--- src/rtl/serial_ripple_adder_pkg.sv ---
// Shared types and defaults for the bit-serial adder.
package serial_arith_pkg;

  localparam int SA_DEFAULT_WIDTH = 4;

  typedef enum logic [1:0] {
    IDLE = 2'd0,
    RUN  = 2'd1,
    DONE = 2'd2
  } sa_state_t;

endpackage

--- src/rtl/serial_ripple_adder_if.sv ---
// Start/done operand-and-result bundle for the bit-serial adder.
interface serial_ripple_adder_if
  import serial_arith_pkg::*;
#(
  parameter int WIDTH = SA_DEFAULT_WIDTH
);

  logic             start;
  logic [WIDTH-1:0] a;
  logic [WIDTH-1:0] b;
  logic             cin;
  logic [WIDTH-1:0] sum;
  logic             cout;
  logic             ovf;
  logic             busy;
  logic             done;

  // Requester side: issues operands, observes results.
  modport master (
    output start, a, b, cin,
    input  sum, cout, ovf, busy, done
  );

  // Adder side: accepts operands, produces results.
  modport slave (
    input  start, a, b, cin,
    output sum, cout, ovf, busy, done
  );

endinterface

--- src/rtl/serial_ripple_adder_fa.sv ---
// Single full-adder cell reused once per bit time by the serial adder.
module full_adder_cell (
  input  logic a,
  input  logic b,
  input  logic cin,
  output logic s,
  output logic cout
);

  assign s    = a ^ b ^ cin;
  assign cout = (a & b) | (cin & (a ^ b));

endmodule

--- src/rtl/serial_ripple_adder.sv ---
// Bit-serial A + B + cin: one full-adder cell plus a carry flop, LSB first.
// Result, carry-out and signed overflow are registered and held until the
// next operation completes; done pulses for the single DONE cycle.
module serial_ripple_adder
  import serial_arith_pkg::*;
#(
  parameter int WIDTH = SA_DEFAULT_WIDTH
) (
  input logic                 clk,
  input logic                 rst_n,
  serial_ripple_adder_if.slave bus
);

  localparam int              CNT_W    = $clog2(WIDTH + 1);
  localparam logic [CNT_W-1:0] LAST_CNT = CNT_W'(WIDTH - 1);

  sa_state_t        state;
  sa_state_t        state_nxt;

  logic [WIDTH-1:0] a_sh;
  logic [WIDTH-1:0] b_sh;
  logic [WIDTH-1:0] acc;
  logic             carry;
  logic [CNT_W-1:0] cnt;

  logic [WIDTH-1:0] sum_q;
  logic             cout_q;
  logic             ovf_q;
  logic             done_q;

  logic             cell_s;
  logic             cell_c;
  logic             last_bit;

  full_adder_cell u_fa (
    .a    (a_sh[0]),
    .b    (b_sh[0]),
    .cin  (carry),
    .s    (cell_s),
    .cout (cell_c)
  );

  // The MSB is being added this cycle; carry holds the carry into the MSB.
  assign last_bit = (state == RUN) && (cnt == LAST_CNT);

  // State register.
  // NOTE: sequential state uses non-blocking assignments so every flop
  // samples pre-edge values regardless of statement order.
  always_ff @(posedge clk or negedge rst_n) begin
    if (!rst_n) state <= IDLE;
    else        state <= state_nxt;
  end

  // Next-state logic: IDLE -> RUN on start, RUN -> DONE after the MSB, DONE -> IDLE.
  always_comb begin
    // NOTE: default first so every path assigns state_nxt and no latch is inferred.
    state_nxt = state;
    unique case (state)
      IDLE:    if (bus.start) state_nxt = RUN;
      RUN:     if (cnt == LAST_CNT) state_nxt = DONE;
      DONE:    state_nxt = IDLE;
      default: state_nxt = IDLE;
    endcase
  end

  // Operand shifters, accumulator, carry flop and bit counter.
  always_ff @(posedge clk or negedge rst_n) begin
    if (!rst_n) begin
      a_sh  <= '0;
      b_sh  <= '0;
      acc   <= '0;
      carry <= 1'b0;
      cnt   <= '0;
    end else begin
      unique case (state)
        IDLE: begin
          if (bus.start) begin
            a_sh  <= bus.a;
            b_sh  <= bus.b;
            carry <= bus.cin;
            cnt   <= '0;
          end
        end
        RUN: begin
          a_sh  <= a_sh >> 1;
          b_sh  <= b_sh >> 1;
          acc   <= {cell_s, acc[WIDTH-1:1]};
          carry <= cell_c;
          cnt   <= cnt + 1'b1;
        end
        default: ;
      endcase
    end
  end

  // Result registers: written only as the MSB completes, so partial sums stay hidden.
  always_ff @(posedge clk or negedge rst_n) begin
    if (!rst_n) begin
      sum_q  <= '0;
      cout_q <= 1'b0;
      ovf_q  <= 1'b0;
      done_q <= 1'b0;
    end else begin
      done_q <= last_bit;
      if (last_bit) begin
        sum_q  <= {cell_s, acc[WIDTH-1:1]};
        cout_q <= cell_c;
        ovf_q  <= carry ^ cell_c;
      end
    end
  end

  assign bus.sum  = sum_q;
  assign bus.cout = cout_q;
  assign bus.ovf  = ovf_q;
  assign bus.done = done_q;
  assign bus.busy = (state != IDLE);

endmodule
--- src/flat_wrapper.sv ---
// flat-port wrapper written by rule: the top's interface ports become plain ports
module serial_ripple_adder_flat import serial_arith_pkg::*;
#(
  parameter int WIDTH = SA_DEFAULT_WIDTH
)
  (clk, rst_n, bus_start, bus_a, bus_b, bus_cin, bus_sum, bus_cout, bus_ovf, bus_busy, bus_done);
  serial_ripple_adder_if #(.WIDTH(WIDTH)) bus_i ();
  input logic clk;
  input logic rst_n;
  input wire logic [$bits(bus_i.start)-1:0] bus_start;
  input wire logic [$bits(bus_i.a)-1:0] bus_a;
  input wire logic [$bits(bus_i.b)-1:0] bus_b;
  input wire logic [$bits(bus_i.cin)-1:0] bus_cin;
  output wire logic [$bits(bus_i.sum)-1:0] bus_sum;
  output wire logic [$bits(bus_i.cout)-1:0] bus_cout;
  output wire logic [$bits(bus_i.ovf)-1:0] bus_ovf;
  output wire logic [$bits(bus_i.busy)-1:0] bus_busy;
  output wire logic [$bits(bus_i.done)-1:0] bus_done;
  assign bus_i.start = bus_start;
  assign bus_i.a = bus_a;
  assign bus_i.b = bus_b;
  assign bus_i.cin = bus_cin;
  assign bus_sum = bus_i.sum;
  assign bus_cout = bus_i.cout;
  assign bus_ovf = bus_i.ovf;
  assign bus_busy = bus_i.busy;
  assign bus_done = bus_i.done;
  serial_ripple_adder #(.WIDTH(WIDTH)) u_core (.clk(clk), .rst_n(rst_n), .bus(bus_i));
endmodule
--- config.mk ---
export PLATFORM = sky130hd
export DESIGN_NAME = serial_ripple_adder_flat
export DESIGN_NICKNAME = d
export VERILOG_FILES = /design/src/rtl/serial_ripple_adder_pkg.sv /design/src/rtl/serial_ripple_adder_if.sv /design/src/rtl/serial_ripple_adder_fa.sv /design/src/rtl/serial_ripple_adder.sv /design/src/flat_wrapper.sv
export SDC_FILE = /design/constraint.sdc
export NUM_CORES = 1
export LEC_CHECK = 0
export ABC_CLOCK_PERIOD_IN_PS = 1900
export CORE_UTILIZATION = 40
export CTS_CLUSTER_DIAMETER = 150
export DETAILED_ROUTE_END_ITERATION = 6
export PLACE_DENSITY = 0.74
export SETUP_SLACK_MARGIN = 0.4
export SYNTH_ARGS = -nofsm -noshare
export SYNTH_HDL_FRONTEND = slang
export SYNTH_SLANG_ARGS = --single-unit
--- constraint.sdc ---
create_clock -name clk -period 1.9 [get_ports clk]
set_input_delay 0.57 -clock clk [delete_from_list [all_inputs] [get_ports clk]]
set_output_delay 0.57 -clock clk [all_outputs]
set_load 0.005 [all_outputs]
==> results.tsv, run 1 <==
metric	value	unit
yosys-top-cells-count	dfrtp_1, mux2_2, o221a_2	
cts_max_path_buffers	2	
cp_max_fo	2	
rsz0062_at_grt	true	
final-setup-viol-count	0	
cts_tree	yes	
synth.cell_area	0.00109	mm2
drv_cap	0	
worst_slew_pin_slew	0.303	ns
numCtsBuffers	3	
ys_types	24	
synth_most_common_cell	dfrtp_1	
p_total	2.36	mW
criticalPathCategory	reg -> out	
synth_edf_count	0	
ys_warn_count	0	
drt_iter0_drc	19	
syn-num-nets	90	
hold_violations	0	
synthTopCellsByArea	dfrtp_1, mux2_2, o221a_2	
rrSetupSlack	0.35	ns
drc	0	
port_buffers	19	
clock.fmax	0.601	GHz
htree_num_levels	1	
maxSlewViolCount	0	
antennaDiodeCount	0	
viasPerCell	5.34	
hold_end	u_core.bus.sum[0]$_DFFE_PN0P_	
synth_top_area_share	54.9	%
area_growth	32.2	%
coreArea	0.00252	mm2
r2r-end	u_core.b_sh[0]$_DFFE_PN0P_	
dp_hpwl	1310	um
final.setup.tns	0	ns
initial_core_util	43.4	%
synth_async_sr_flop_share	100	%
die_h	54.3	um
die_w	54.3	um
ys_ff_latch	24	
yosysSeqAreaShare	54.9	%
postPlaceCellArea	0.00132	mm2
leakagePower	0.675	nW
cts.sinks	24	
cp.required	1.33	ns
wirelength	2040	um
arrival	1.09	ns
antenna_found_initial	0	
layout.nets	123	
ant_nets	0	
drive_gt1_share	47.7	%
peakVddDrop	0.958	mV
rows	18	
fill_cells	217	
hp-class	reg -> reg	
syn_area_per_cell	14.6	um2
grt_max_degree	25	
io_pins	20	
synthFlopType	dfrtp_1	
clock_skew	0.00210	ns
power_density	1630	mW/mm2
grt_pass1_vias	693	
crit_path_end_kind	primary output	
clk_pin_slew	0.14	ns
period_share	87.6	%
synth_area_leader_cell	dfrtp_1	
relSlewSlack	79.8	%
gr-total-overflow	0	
synthCells	75	
wl_per_cell	14.9	um
dr.pass1.iters	4	
holdPathStages	1	
gp_congestion	0.697	
status	complete, no violations	
grt_first_pass_wirelength	3310	um
clock_latency	0.33	ns
grtUsageTotal	16.1	%
min_period	1.66	ns
hold_start	u_core.bus.sum[0]$_DFFE_PN0P_	
final_area	0.00145	mm2
vias	731	
startpoint_type	flop	
die_area	0.00295	mm2
cts_root_buf	clkbuf_4	
reg2regPathDepth	5	
r2r-start	u_core.state[1]$_DFFE_PN0P_	
[registers in the layout (all words and copies together), names as in the netlist]
name,flops
u_core.acc,3
u_core.cnt,3
u_core.bus.cout,1
u_core.carry,1
u_core.state,2
u_core.bus.ovf,1
u_core.a_sh,4
u_core.bus.done,1
u_core.b_sh,4
u_core.bus.sum,4
[area by class of cell]
type | count | area (um2) | share of cell area, %
Sequential cell | 24 | 601 | 41.5
Multi-Input combinational cell | 43 | 473 | 32.7
Timing Repair Buffer | 33 | 273 | 18.8
Tap cell | 30 | 37.5 | 2.59
Clock inverter | 1 | 30.0 | 2.07
Clock buffer | 3 | 22.5 | 1.56
Inverter | 3 | 11.3 | 0.778
[per-stage QoR]
stage / instances / hold WS (ns) / worst slack, ns / utilization (%)
3_3_place_gp: 124 / 0.477 / -0.0442 / 52.4
4_1_cts: 128 / 0.502 / 0.240 / 54.0
5_1_grt: 137 / 0.545 / 0.198 / 57.4
2_1_floorplan: 75 / 0.274 / 0.484 / -
6_report: 137 / 0.517 / 0.236 / 57.4
3_5_place_dp: 124 / 0.484 / -0.0860 / 52.4
[metal layers]
layer  wire [um]  vias to the layer above  GRT usage (%)
li1            -                      350              -
met3         128                        2           6.39
met2         962                       20           25.6
met5           0                        -              0
met1         939                      359           20.8
met4           8                        0           2.56
[cells in the final DEF (no fill, tap or decap), types with 3 or more instances in the layout]
cell type / n
dfrtp_1: 24
mux2_2: 9
clkdlybuf4s50_1: 10
buf_4: 13
or4b_1: 4
o221a_2: 6
or4b_4: 3
clkbuf_2: 4
buf_2: 3
clkbuf_4: 3
inv_1: 3
[critical path, stage by stage (launching register included)]
cell	delay [ns]
dfrtp_1	0.40
or2_4	0.25
buf_6	0.11
[power by group]
group          total, mW  switching [mW]  internal, mW
registers          0.896           0.141         0.755
logic               1.08           0.426         0.657
clock network      0.379           0.165         0.214
total               2.36           0.732          1.63
[what timing repair did]
action | 4_1_cts | 5_1_grt
pin swaps | 1 | 1
hold buffers | 0 | 0
setup endpoints to repair | 15 | 14
setup buffers | 0 | 9
gates resized for setup | 27 | 13
gates cloned | 0 | 0
[cells by family (layout without fill, tap and decap cells)]
group           Yosys count  in the layout  synth area share [%]
simple gates             15             15                  13.4
xor+xnor                  1              1                 0.800
compound gates           14             14                  12.2
mux                      10             10                  10.2
flops                    24             24                  54.9
buf+inv                   8             40                  4.46
fa+ha+maj                 3              3                  4.11
[worst max path at each step]
| stage | startpoint | end | slack [ns] |
|---|---|---|---|
| 2_1_floorplan | bus_a[0] | u_core.a_sh[0]$_DFFE_PN0P_ | 0.48 |
| 3_3_place_gp | bus_start | u_core.a_sh[1]$_DFFE_PN0P_ | -0.04 |
| 3_5_place_dp | bus_start | u_core.a_sh[0]$_DFFE_PN0P_ | -0.09 |
| 4_1_cts | u_core.state[0]$_DFFE_PN0P_ | bus_busy | 0.24 |
| 5_1_grt | u_core.state[1]$_DFFE_PN0P_ | bus_busy | 0.20 |
| 6_report | u_core.state[1]$_DFFE_PN0P_ | bus_busy | 0.24 |
Note: power is estimated with default switching activity, not from simulation.
==> inputs of run 2 (changes only) <==
--- a/config.mk
+++ b/config.mk
@@ -5,12 +5,14 @@
 export SDC_FILE = /design/constraint.sdc
 export NUM_CORES = 1
 export LEC_CHECK = 0
+export ABC_AREA = 1
 export ABC_CLOCK_PERIOD_IN_PS = 1900
-export CORE_UTILIZATION = 40
+export CORE_UTILIZATION = 34
 export CTS_CLUSTER_DIAMETER = 150
 export DETAILED_ROUTE_END_ITERATION = 6
-export PLACE_DENSITY = 0.74
+export PLACE_DENSITY = 0.66
 export SETUP_SLACK_MARGIN = 0.4
+export SLEW_MARGIN = 20
 export SYNTH_ARGS = -nofsm -noshare
 export SYNTH_HDL_FRONTEND = slang
 export SYNTH_SLANG_ARGS = --single-unit
==> run 2 against run 1 <==
Net effect:
- first-iteration DRC count decreased by 37%
- routed wire length rose by 1.3%
- synthesized area down 0.69%
- clock skew grew 0.013 ns
- highest routed layer is now met3
==> results.tsv, run 2 <==
metric	value	unit
hp-class	reg -> reg	
fin_ws	0.308	ns
placed_cells	186	
pwr-share-seq	39.4	%
area_growth	27.4	%
status	complete, no violations	
rows	20	
yosys-top-cells-count	nand2_1, dfrtp_1, nand3_1	
p_int	1.34	mW
rsz0062_at_grt	true	
coreArea	0.00305	mm2
io_pins	20	
grt_pass1_vias	842	
synth_area_leader_cell	dfrtp_1	
r2r-end	u_core.b_sh[1]$_DFFE_PN0P_	
ys_ff_latch	24	
port_buffers	19	
synth_edf_count	0	
hold_end	u_core.b_sh[3]$_DFFE_PN0P_	
numCtsBuffers	3	
ant_nets	0	
wl_met3	122	um
layout_common_cells	nand2_1, dfrtp_1, clkdlybuf4s50_1	
gp_congestion	0.712	
synthFlopType	dfrtp_1	
dr.pass1.iters	4	
p_switching	0.804	mW
pre_cts_slack	0.207	ns
synthTopCellsByArea	dfrtp_1, nand2_1, nand3_1	
grt_first_pass_wirelength	3580	um
relSlewSlack	79.1	%
cp.required	1.33	ns
synth_async_sr_flop_share	100	%
holdPathStages	2	
period_share	83.8	%
reg2regPathDepth	7	
peakVddDrop	0.638	mV
ys_warn_count	0	
leakagePower	0.747	nW
holdWs	0.489	ns
antennaDiodeCount	0	
worst_slew_pin_slew	0.313	ns
hold_start	u_core.b_sh[3]$_DFFE_PN0P_	
clock_latency	0.32	ns
viasPerCell	4.52	
cts.sinks	24	
arrival	1.02	ns
fin_cells	196	
syn_area_per_cell	8.77	um2
final_area	0.00139	mm2
final.setup.tns	0	ns
cts_tree	yes	
yosysSeqAreaShare	55.2	%
antenna_found_initial	0	
clock.fmax	0.628	GHz
syn-num-nets	139	
htree_num_levels	1	
hold_violations	0	
maxSlewViolCount	0	
grtUsageTotal	14.1	%
postPlaceCellArea	0.00132	mm2
crit_path_end_kind	primary output	
dp_hpwl	1440	um
drt_iter0_drc	12	
final-setup-viol-count	0	
final_common_cell	nand2_1	
gr-total-overflow	0	
die_area	0.00343	mm2
drv_cap	0	
regArea	601	um2
clkPwrFrac	17.3	%
ys_types	16	
clock_skew	0.0152	ns
criticalPathCategory	reg -> out	
synth_most_common_cell	nand2_1	
min_period	1.59	ns
vias	886	
power_density	1550	mW/mm2
die_w	58.6	um
initial_core_util	35.6	%
synth.cell_area	0.00109	mm2
startpoint_type	flop	
wl_met2	981	um
drive_gt1_share	21.7	%
wl_met1	961	um
die_h	58.6	um
multiInputGateArea	418	um2
switching_share	37.5	%
layout.nets	168	
hold_buffers	0	
r2r-start	u_core.state[1]$_DFFE_PN0P_	
synthCells	124	
fill_cells	325	
synth_top_area_share	55.2	%
combPwrFrac	43.3	%
rrSetupSlack	0.52	ns
wl_per_cell	10.5	um
grt_max_degree	25	
cp_max_fo	2	
cts_root_buf	clkbuf_4	
wirelength	2070	um
dr.max_layer_used	met3	
clk_pin_slew	0.12	ns
drc	0	
cts_max_path_buffers	2	
run 2: area by class of cell:
cell class | instances | share of cell area [%]
tap | 44 | 3.97
multi-input combinational | 86 | 30.2
clock inverter | 1 | 2.17
sequential | 24 | 43.4
inverter | 9 | 2.44
timing repair buffer | 29 | 16.3
clock buffer | 3 | 1.63
run 2: power groups by stage:
stage	Clock, mW	Sequential (mW)	Combinational (mW)
finish	0.370	0.845	0.928
global route	0.409	0.875	1.06
CTS	0.386	0.845	0.954
detailed placement	0	0.851	0.930
global placement	0	0.844	0.892
floorplan	0	0.842	0.632
run 2: repair_timing:
action	CTS	global route
setup endpoints to repair	8	2
setup buffers	6	0
pin swaps	1	1
gates resized for setup	32	1
run 2: through the flow:
stage	util [%]	total power [mW]
floorplan	-	1.47
global placement	43.2	1.74
detailed placement	43.2	1.78
CTS	45.5	2.18
global route	45.4	2.35
finish	45.4	2.14
run 2: cells by family after synthesis:
logic type                 share of synthesized area (%)
and+or+nand+nor                                     26.8
DFF                                                 55.2
buffers and inverters                               7.02
AOI/OAI and AO/OA                                   5.98
adders and majority gates                           4.14
xor gates and xnor gates                           0.806
run 2: worst max-delay path, stage by stage, from the launching register on:
cell and delay, ns:
dfrtp_1 0.44, nor2_4 0.12, inv_1 0.04, buf_2 0.11
run 2: worst max path at each step:
stage / slack, ns / cells past startpoint / startpoint / to
floorplan: 0.54 / 3 / u_core.state[0]$_DFFE_PN0P_ / bus_busy
global placement: 0.26 / 3 / u_core.state[1]$_DFFE_PN0P_ / bus_busy
detailed placement: 0.21 / 5 / bus_start / u_core.cnt[2]$_DFFE_PN0P_
CTS: 0.28 / 3 / u_core.state[0]$_DFFE_PN0P_ / bus_busy
global route: 0.24 / 3 / u_core.state[1]$_DFFE_PN0P_ / bus_busy
finish: 0.31 / 3 / u_core.state[1]$_DFFE_PN0P_ / bus_busy
run 2: per-layer routing:
layer	vias up	track usage [%]
li1	443	-
met1	419	16.3
met2	24	25.6
met3	0	4.62
met4	0	3.06
met5	-	0
==> inputs of run 3 (changes only) <==
--- a/config.mk
+++ b/config.mk
@@ -6,7 +6,7 @@
 export NUM_CORES = 1
 export LEC_CHECK = 0
 export ABC_AREA = 1
-export ABC_CLOCK_PERIOD_IN_PS = 1900
+export ABC_CLOCK_PERIOD_IN_PS = 1600
 export CORE_UTILIZATION = 34
 export CTS_CLUSTER_DIAMETER = 150
 export DETAILED_ROUTE_END_ITERATION = 6
==> constraint.sdc (replaced) <==
create_clock -name clk -period 1.6 [get_ports clk]
set_input_delay 0.48 -clock clk [delete_from_list [all_inputs] [get_ports clk]]
set_output_delay 0.48 -clock clk [all_outputs]
set_load 0.005 [all_outputs]
==> run 3 against run 2 <==
Net effect:
- sequential cell count did not move
- global-route usage fell by 0.073 points
- combinational power increased by 37%
- core utilization rose by 2.3 points
- clock power is 20% higher
- critical endpoint unchanged
- largest cell class unchanged
==> results.tsv, run 3 (synthesis results as in run 2) <==
metric	value	unit
status	complete, no violations	
grtUsageTotal	14.1	%
drv_cap	0	
hold_violations	0	
layout.nets	172	
p_total	2.72	mW
criticalPathCategory	reg -> out	
holdWs	0.479	ns
hold_buffers	0	
coreArea	0.00305	mm2
gr-total-overflow	0	
regArea	601	um2
power_density	1870	mW/mm2
drc	0	
clk_pin_slew	0.14	ns
grt_first_pass_wirelength	3510	um
fin_util	47.7	%
rsz0062_at_grt	true	
layout_common_cells	nand2_1, dfrtp_1, buf_4	
drt_iter0_drc	40	
gp_congestion	0.738	
io_pins	20	
cp_max_fo	2	
drive_gt1_share	25.6	%
grt_max_degree	25	
final_common_cell	nand2_1	
wirelength	2190	um
hp-class	in -> async	
startpoint_type	flop	
pre_cts_slack	0.0666	ns
wl_per_cell	11.0	um
final.setup.tns	0	ns
area_growth	33.8	%
die_h	58.6	um
grt_pass1_vias	822	
multiInputGateArea	465	um2
viasPerCell	4.48	
clock.fmax	0.658	GHz
cts_root_buf	clkbuf_4	
die_area	0.00343	mm2
clock_latency	0.33	ns
clock_skew	0.0178	ns
dp_hpwl	1410	um
peakVddDrop	0.756	mV
maxSlewViolCount	0	
min_period	1.52	ns
ant_nets	0	
crit_path_end_kind	primary output	
cts_max_path_buffers	2	
postPlaceCellArea	0.00133	mm2
htree_num_levels	1	
final_area	0.00146	mm2
antennaDiodeCount	0	
final-setup-viol-count	0	
placed_cells	186	
fin_ws	0.0794	ns
antenna_found_initial	0	
fill_cells	314	
die_w	58.6	um
cts.sinks	24	
vias	895	
dr.pass1.iters	4	
leakagePower	0.762	nW
port_buffers	19	
initial_core_util	35.6	%
cp.required	1.12	ns
rows	20	
cts_tree	yes	
worst_slew_pin_slew	0.312	ns
fin_cells	200	
arrival	1.04	ns
period_share	95.0	%
relSlewSlack	79.2	%
numCtsBuffers	3	
-- run 3: changes by cell type in the layout (fill, tap and decap cells not counted), sizes merged --
cell	delta
buf	+4
nand3	+1
clkbuf	-1
-- run 3: power by group --
| group | switching [mW] | internal [mW] | leakage [nW] |
|---|---|---|---|
| clock | 0.190 | 0.254 | 0.0279 |
| sequential | 0.145 | 0.856 | 0.307 |
| combinational | 0.702 | 0.571 | 0.427 |
| total | 1.04 | 1.68 | 0.762 |
-- run 3: repair_timing --
| item | 4_1_cts | 5_1_grt |
|---|---|---|
| buffers inserted | 8 | 1 |
| endpoints found under the setup margin | 24 | 27 |
| pin swaps | 3 | 1 |
| gates cloned | 1 | 0 |
| endpoints found under the hold margin | 0 | 0 |
| gates resized for setup | 36 | 2 |
-- run 3: worst max-delay path, stage by stage (launching register included) --
cell and delay [ns]:
dfrtp_1 0.44, nor2_4 0.12, inv_1 0.04, buf_2 0.11
-- run 3: path summary, 6_finish.rpt --
| check | start | endpoint | slack (ns) | cells past startpoint |
|---|---|---|---|---|
| worst max register to register | u_core.state[1]$_DFFE_PN0P_ | u_core.a_sh[1]$_DFFE_PN0P_ | 0.33 | 6 |
| min in group clk | u_core.a_sh[3]$_DFFE_PN0P_ | u_core.a_sh[3]$_DFFE_PN0P_ | 0.49 | 2 |
| worst max-delay path | u_core.state[0]$_DFFE_PN0P_ | bus_busy | 0.08 | 3 |
| max in group asynchronous | rst_n | u_core.a_sh[1]$_DFFE_PN0P_ | 0.86 | 2 |
| worst min-delay path | rst_n | u_core.bus.sum[2]$_DFFE_PN0P_ | 0.48 | 2 |
| worst min register to register | u_core.a_sh[3]$_DFFE_PN0P_ | u_core.a_sh[3]$_DFFE_PN0P_ | 0.49 | 2 |
-- run 3: area by class of cell --
class                      count  area share (%)
clock inverter                 1            2.06
inverter                       9            2.32
timing repair buffer          32            17.0
tap                           44            3.78
sequential                    24            41.3
multi-input combinational     87            32.0
clock buffer                   3            1.55
-- run 3: layer usage --
| metal | GRT usage, % | vias to the layer above | wire, um | share of wire (%) |
|---|---|---|---|---|
| met5 | 0 | - | 0 | 0 |
| met4 | 5.10 | 0 | 31 | 1.4 |
| met3 | 4.84 | 5 | 123 | 5.6 |
| met2 | 23.5 | 24 | 999 | 46 |
| met1 | 16.9 | 415 | 1040 | 47 |
| li1 | - | 451 | - | - |
